===== src/rtl/mini_src_pkg.sv =====
// Shared opcode, ALU-code and state definitions for the mini SRC control unit.
package mini_src_pkg;

  localparam logic [4:0] OP_ADD  = 5'b00011;
  localparam logic [4:0] OP_SUB  = 5'b00100;
  localparam logic [4:0] OP_AND  = 5'b00101;
  localparam logic [4:0] OP_OR   = 5'b00110;
  localparam logic [4:0] OP_ADDI = 5'b01100;
  localparam logic [4:0] OP_ANDI = 5'b01101;
  localparam logic [4:0] OP_ORI  = 5'b01110;
  localparam logic [4:0] OP_NOP  = 5'b11010;
  localparam logic [4:0] OP_HALT = 5'b11011;

  localparam logic [4:0] ALU_NONE = 5'b00000;
  localparam logic [4:0] ALU_ADD  = 5'b00011;
  localparam logic [4:0] ALU_SUB  = 5'b00100;
  localparam logic [4:0] ALU_AND  = 5'b00101;
  localparam logic [4:0] ALU_OR   = 5'b00110;

  typedef enum logic [2:0] {
    S_RST,
    S_T0,
    S_T1,
    S_T2,
    S_T3,
    S_T4,
    S_T5,
    S_HALT
  } state_t;

  typedef struct packed {
    logic       is_alu;
    logic       is_imm;
    logic       is_nop;
    logic       is_halt;
    logic       is_illegal;
    logic [4:0] alu_code;
  } dec_t;

endpackage


===== src/rtl/ctrl_decode.sv =====
// Opcode classifier: instruction class flags and the ALU operation to use.
module ctrl_decode
  import mini_src_pkg::*;
(
  input  logic [4:0] op_i,
  output dec_t       dec_o
);

  always_comb begin
    dec_o = '0;
    dec_o.alu_code = ALU_NONE;
    unique case (op_i)
      OP_ADD: begin
        dec_o.is_alu = 1'b1;
        dec_o.alu_code = ALU_ADD;
      end
      OP_SUB: begin
        dec_o.is_alu = 1'b1;
        dec_o.alu_code = ALU_SUB;
      end
      OP_AND: begin
        dec_o.is_alu = 1'b1;
        dec_o.alu_code = ALU_AND;
      end
      OP_OR: begin
        dec_o.is_alu = 1'b1;
        dec_o.alu_code = ALU_OR;
      end
      OP_ADDI: begin
        dec_o.is_alu = 1'b1;
        dec_o.is_imm = 1'b1;
        dec_o.alu_code = ALU_ADD;
      end
      OP_ANDI: begin
        dec_o.is_alu = 1'b1;
        dec_o.is_imm = 1'b1;
        dec_o.alu_code = ALU_AND;
      end
      OP_ORI: begin
        dec_o.is_alu = 1'b1;
        dec_o.is_imm = 1'b1;
        dec_o.alu_code = ALU_OR;
      end
      OP_NOP:  dec_o.is_nop = 1'b1;
      OP_HALT: dec_o.is_halt = 1'b1;
      default: dec_o.is_illegal = 1'b1;
    endcase
  end

endmodule


===== src/rtl/control_sequencer.sv =====
// Hardwired T0..T5 control sequencer for the mini SRC datapath.
// Define MEM_WAIT_EN to stretch T1 until mem_ready is high.
module control_sequencer
  import mini_src_pkg::*;
(
  input  logic        clk,
  input  logic        clr,
  input  logic [31:0] ir,
  input  logic        mem_ready,
  output logic        Pout,
  output logic        Pen,
  output logic        IncPC,
  output logic        MARen,
  output logic        Read,
  output logic        MDRen,
  output logic        MDROut,
  output logic        IRen,
  output logic        Gra,
  output logic        Grb,
  output logic        Grc,
  output logic        Rout,
  output logic        Rin,
  output logic        Yen,
  output logic        Cout,
  output logic        Zen,
  output logic        ZLOout,
  output logic        run,
  output logic        illegal,
  output logic [4:0]  alu_control
);

  state_t state_q, state_d;
  logic   illegal_q, illegal_d;
  dec_t   dec;

  logic [26:0] ir_unused;
  assign ir_unused = ir[26:0];

`ifndef MEM_WAIT_EN
  logic mem_ready_unused;
  assign mem_ready_unused = mem_ready;
`endif

  ctrl_decode u_dec (
    .op_i  (ir[31:27]),
    .dec_o (dec)
  );

  always_ff @(posedge clk) begin
    if (!clr) begin
      state_q   <= S_RST;
      illegal_q <= 1'b0;
    end else begin
      state_q   <= state_d;
      illegal_q <= illegal_d;
    end
  end

  always_comb begin
    state_d     = state_q;
    illegal_d   = illegal_q;
    Pout        = 1'b0;
    Pen         = 1'b0;
    IncPC       = 1'b0;
    MARen       = 1'b0;
    Read        = 1'b0;
    MDRen       = 1'b0;
    MDROut      = 1'b0;
    IRen        = 1'b0;
    Gra         = 1'b0;
    Grb         = 1'b0;
    Grc         = 1'b0;
    Rout        = 1'b0;
    Rin         = 1'b0;
    Yen         = 1'b0;
    Cout        = 1'b0;
    Zen         = 1'b0;
    ZLOout      = 1'b0;
    run         = 1'b0;
    alu_control = ALU_NONE;
    unique case (state_q)
      S_RST: state_d = S_T0;
      S_T0: begin
        run         = 1'b1;
        Pout        = 1'b1;
        MARen       = 1'b1;
        IncPC       = 1'b1;
        Zen         = 1'b1;
        alu_control = ALU_ADD;
        state_d     = S_T1;
      end
      S_T1: begin
        run    = 1'b1;
        ZLOout = 1'b1;
        Pen    = 1'b1;
        Read   = 1'b1;
        MDRen  = 1'b1;
`ifdef MEM_WAIT_EN
        state_d = mem_ready ? S_T2 : S_T1;
`else
        state_d = S_T2;
`endif
      end
      S_T2: begin
        run     = 1'b1;
        MDROut  = 1'b1;
        IRen    = 1'b1;
        state_d = S_T3;
      end
      S_T3: begin
        run = 1'b1;
        if (dec.is_alu) begin
          Grb     = 1'b1;
          Rout    = 1'b1;
          Yen     = 1'b1;
          state_d = S_T4;
        end else if (dec.is_nop) begin
          state_d = S_T0;
        end else begin
          // Illegal opcodes park in HALT with the sticky flag set.
          illegal_d = illegal_q | dec.is_illegal;
          state_d   = S_HALT;
        end
      end
      S_T4: begin
        run         = 1'b1;
        Zen         = 1'b1;
        alu_control = dec.alu_code;
        Cout        = dec.is_imm;
        Grc         = ~dec.is_imm;
        Rout        = ~dec.is_imm;
        state_d     = S_T5;
      end
      S_T5: begin
        run     = 1'b1;
        ZLOout  = 1'b1;
        Gra     = 1'b1;
        Rin     = 1'b1;
        state_d = S_T0;
      end
      default: state_d = S_HALT;
    endcase
    illegal = illegal_q |
              ((state_q == S_T3) & dec.is_illegal);
  end

endmodule


===== config.mk =====
export PLATFORM = sky130hd
export DESIGN_NAME = control_sequencer
export DESIGN_NICKNAME = d
export VERILOG_FILES = /design/src/rtl/mini_src_pkg.sv /design/src/rtl/ctrl_decode.sv /design/src/rtl/control_sequencer.sv
export SDC_FILE = /design/constraint.sdc
export NUM_CORES = 1
export LEC_CHECK = 0
export CAP_MARGIN = 40
export CORE_UTILIZATION = 25
export DETAILED_ROUTE_END_ITERATION = 16
export MAX_ROUTING_LAYER = met4
export PLACE_DENSITY = 0.88
export SYNTH_ARGS = -nofsm -noshare
export SYNTH_HDL_FRONTEND = slang
export SYNTH_SLANG_ARGS = --single-unit

===== constraint.sdc =====
create_clock -name clk -period 1.4 [get_ports clk]
set_input_delay 0.14 -clock clk [delete_from_list [all_inputs] [get_ports clk]]
set_output_delay 0.14 -clock clk [all_outputs]
set_load 0.01 [all_outputs]

==> flow_summary.toml, run 1 <==
[logic_synthesis]
async_flop_share_pct = 0
syn_area_per_cell_um2 = 7.10
synth.top_cell.area_share_pct = 17.6
ys_seq_area_share_pct = 17.6
synth_cell_type_count = 27
synthTopCellsByArea = "dfxtp_1 18%, buf_4 17%, nor2_1 7.4%"
synthesis.area_um2 = 454
yosysMostFrequentCell = "buf_4"
ys.flop_type = "dfxtp_1"
ys_warn_count = 0
synth_common_cells = "10 x buf_4, 9 x nor2_1, 5 x inv_1"
yosysTopAreaCell = "dfxtp_1"
synth_seq_cells = 4
netlist_instances = 64
synth_edf_count = 0

[setup_path]
cp_slowest_stage_delay_ps = 350
criticalPathCategory = "reg2out"
cp.required_ps = 1260
r2r_start = "state_q[1]$_SDFF_PN0_"
setup.worst_path.start = "state_q[1]$_SDFF_PN0_"
reg2reg_to = "state_q[1]$_SDFF_PN0_"
crit_fanout = 4
critPathCaptureType = "primary output"
arrival_ps = 1280
r2r_slack_ps = 230
slowest_stage = "dfxtp_4"
worstPathCellList = "nor3b_2 -> and2_4 -> buf_4 -> clkdlybuf4s15_2"
reg2reg_depth = 7
startpoint_type = "flop"

[grt]
grt_pass1_vias = 497
grt_usage_pct = 14.9
antenna_found_initial = 0
overflow = 0
grt_pass1_wl_um = 2050
grt_max_degree = 10

[timing]
fin_tns_setup_ps = -35.0
whs_ps = 511
period_needed_ps = 1420
skew_ps = 6.67
maxSlewViolCount = 0
fmax_mhz = 704
setup_slack_ps = -21.1
rsz0062_at_grt = "true"
hold_viol_final = 0
setup_viol = 2
period_share_pct = 102

[clock_tree]
numCtsBuffers = 3
clk_latency_ps = 250
cts_tree = "done"
ctsHtreeMaxLevel = 1
root_buffer = "clkbuf_4"
clk_pin_slew_ps = 40
clockBufferDepth = 2
cts_sinks = 4

[floorplanning]
die_width_um = 44.6
fp.dieArea_um2 = 1990
io-pin-count = 59
rows = 15
initial_core_util_pct = 26.6
fp.dieH_um = 44.6
core_um2 = 1710

[worst_hold_path]
hold_end = "illegal_q$_SDFFE_PN0P_"
hold_class = "in2reg"
hold-path-cell-count = 5
min_from = "ir[30]"

[run_status]
violations = "setup timing"
status = "complete, but fails checks"

[drt]
drtAntennaViolNets = 0
drt_first_iter_violations = 9
drc = 0
first_pass_iters = 4
totalWireLength_um = 1370
vias_per_cell = 4.50
wire_per_inst_um = 11.0
num_vias = 562

[placed_design]
dpl.hpwl_um = 1020
place.gp.congestion = 0.778
port_buffers = 28

[final_layout]
drive_gt1_share_pct = 61.0
area_growth_pct = 74.4
nNetsFinal = 137
antenna_cells = 0
nFillCells = 174

[power_and_ir_drop]
power_uw = 611
p_leak_uw = 0.000399
peakVddDrop_uv = 286
power_density_nw_per_um2 = 771

[run]
maxCapViolations = 0
[state kept, by name, indices dropped and copies added (netlist names)]
register and flops:
state_q 3, illegal_q 1
[metrics by stage]
step           area, um^2  std cells  utilization [%]  setup WS (ps)
2_1_floorplan         458         65                -            186
3_3_place_gp          797        121             46.7           -611
3_5_place_dp          797        121             46.7           -668
4_1_cts               868        125             50.8          -36.7
5_1_grt               792        125             46.4          -59.7
6_report              792        125             46.4          -21.1
[cell usage in the layout (no fill, tap or decap), types with 2 or more instances in the layout]
master           count
buf_2               12
a21oi_1              2
nor2_1               7
dlygate4sd2_1        2
and2_1               2
buf_4               15
clkdlybuf4s15_2      3
inv_1                5
and2_4               3
nand2_1              3
a21o_2               2
clkbuf_2             9
dfxtp_1              3
o21bai_1             2
clkbuf_4             3
conb_1               2
o211ai_1             2
nor2_2               2
[layout make-up]
class	instances	area, um^2	area share (%)
Clock buffer	3	22.5	2.84
Inverter	5	18.8	2.37
Sequential cell	4	83.8	10.6
Timing Repair Buffer	44	300	37.9
Tap cell	25	31.3	3.95
Multi-Input combinational cell	44	335	42.3
[layer usage]
metal	vias up	wire length (um)	global-route usage [%]
met3	4	115	2.45
met5	-	0	-
met1	249	528	14.7
met4	0	36	9.09
li1	280	-	-
met2	29	689	26.8
[repair_timing]
item / CTS / global route
hold buffers: 0 / 0
resized for setup: 78 / 28
pin swaps: 1 / 6
endpoints found under the setup margin: 23 / 20
setup buffers: 1 / 0
[cell families (layout without fill, tap and decap cells)]
logic type / after synthesis / count (layout) / synth area share, %
flip-flops: 4 / 4 / 17.6
other: 1 / 2 / 0.826
AND/OR/NAND/NOR: 27 / 27 / 32.5
AO/OA/AOI/OAI: 15 / 15 / 26.2
buffers and inverters: 17 / 52 / 22.9
[worst max-delay path: cells and delay by family (launching register included)]
| family | cells | cell delay [ps] |
|---|---|---|
| buffers and inverters | 2 | 320 |
| flip-flops | 1 | 350 |
| AND/OR/NAND/NOR | 2 | 370 |
[power by group]
group	switching, uW	internal, uW
sequential	10.9	129
combinational	156	164
clock	54.3	96.3
[worst max path at each step]
stage / end
3_3_place_gp: Cout
2_1_floorplan: Pen
6_report: Grb
5_1_grt: Grb
4_1_cts: illegal
3_5_place_dp: Rout
Note: power is estimated with default switching activity, not from simulation.
==> inputs of run 2 (changes only) <==
MAX_ROUTING_LAYER = not set   (was met4)
==> results of run 2 <==
Same layout as run 1: the final DEF is identical, and so are final timing and power.
Among the figures that moved: final weighted congestion in routability-driven placement 0.778 -> 0.767; overall routing resource usage 14.9% -> 14.4%
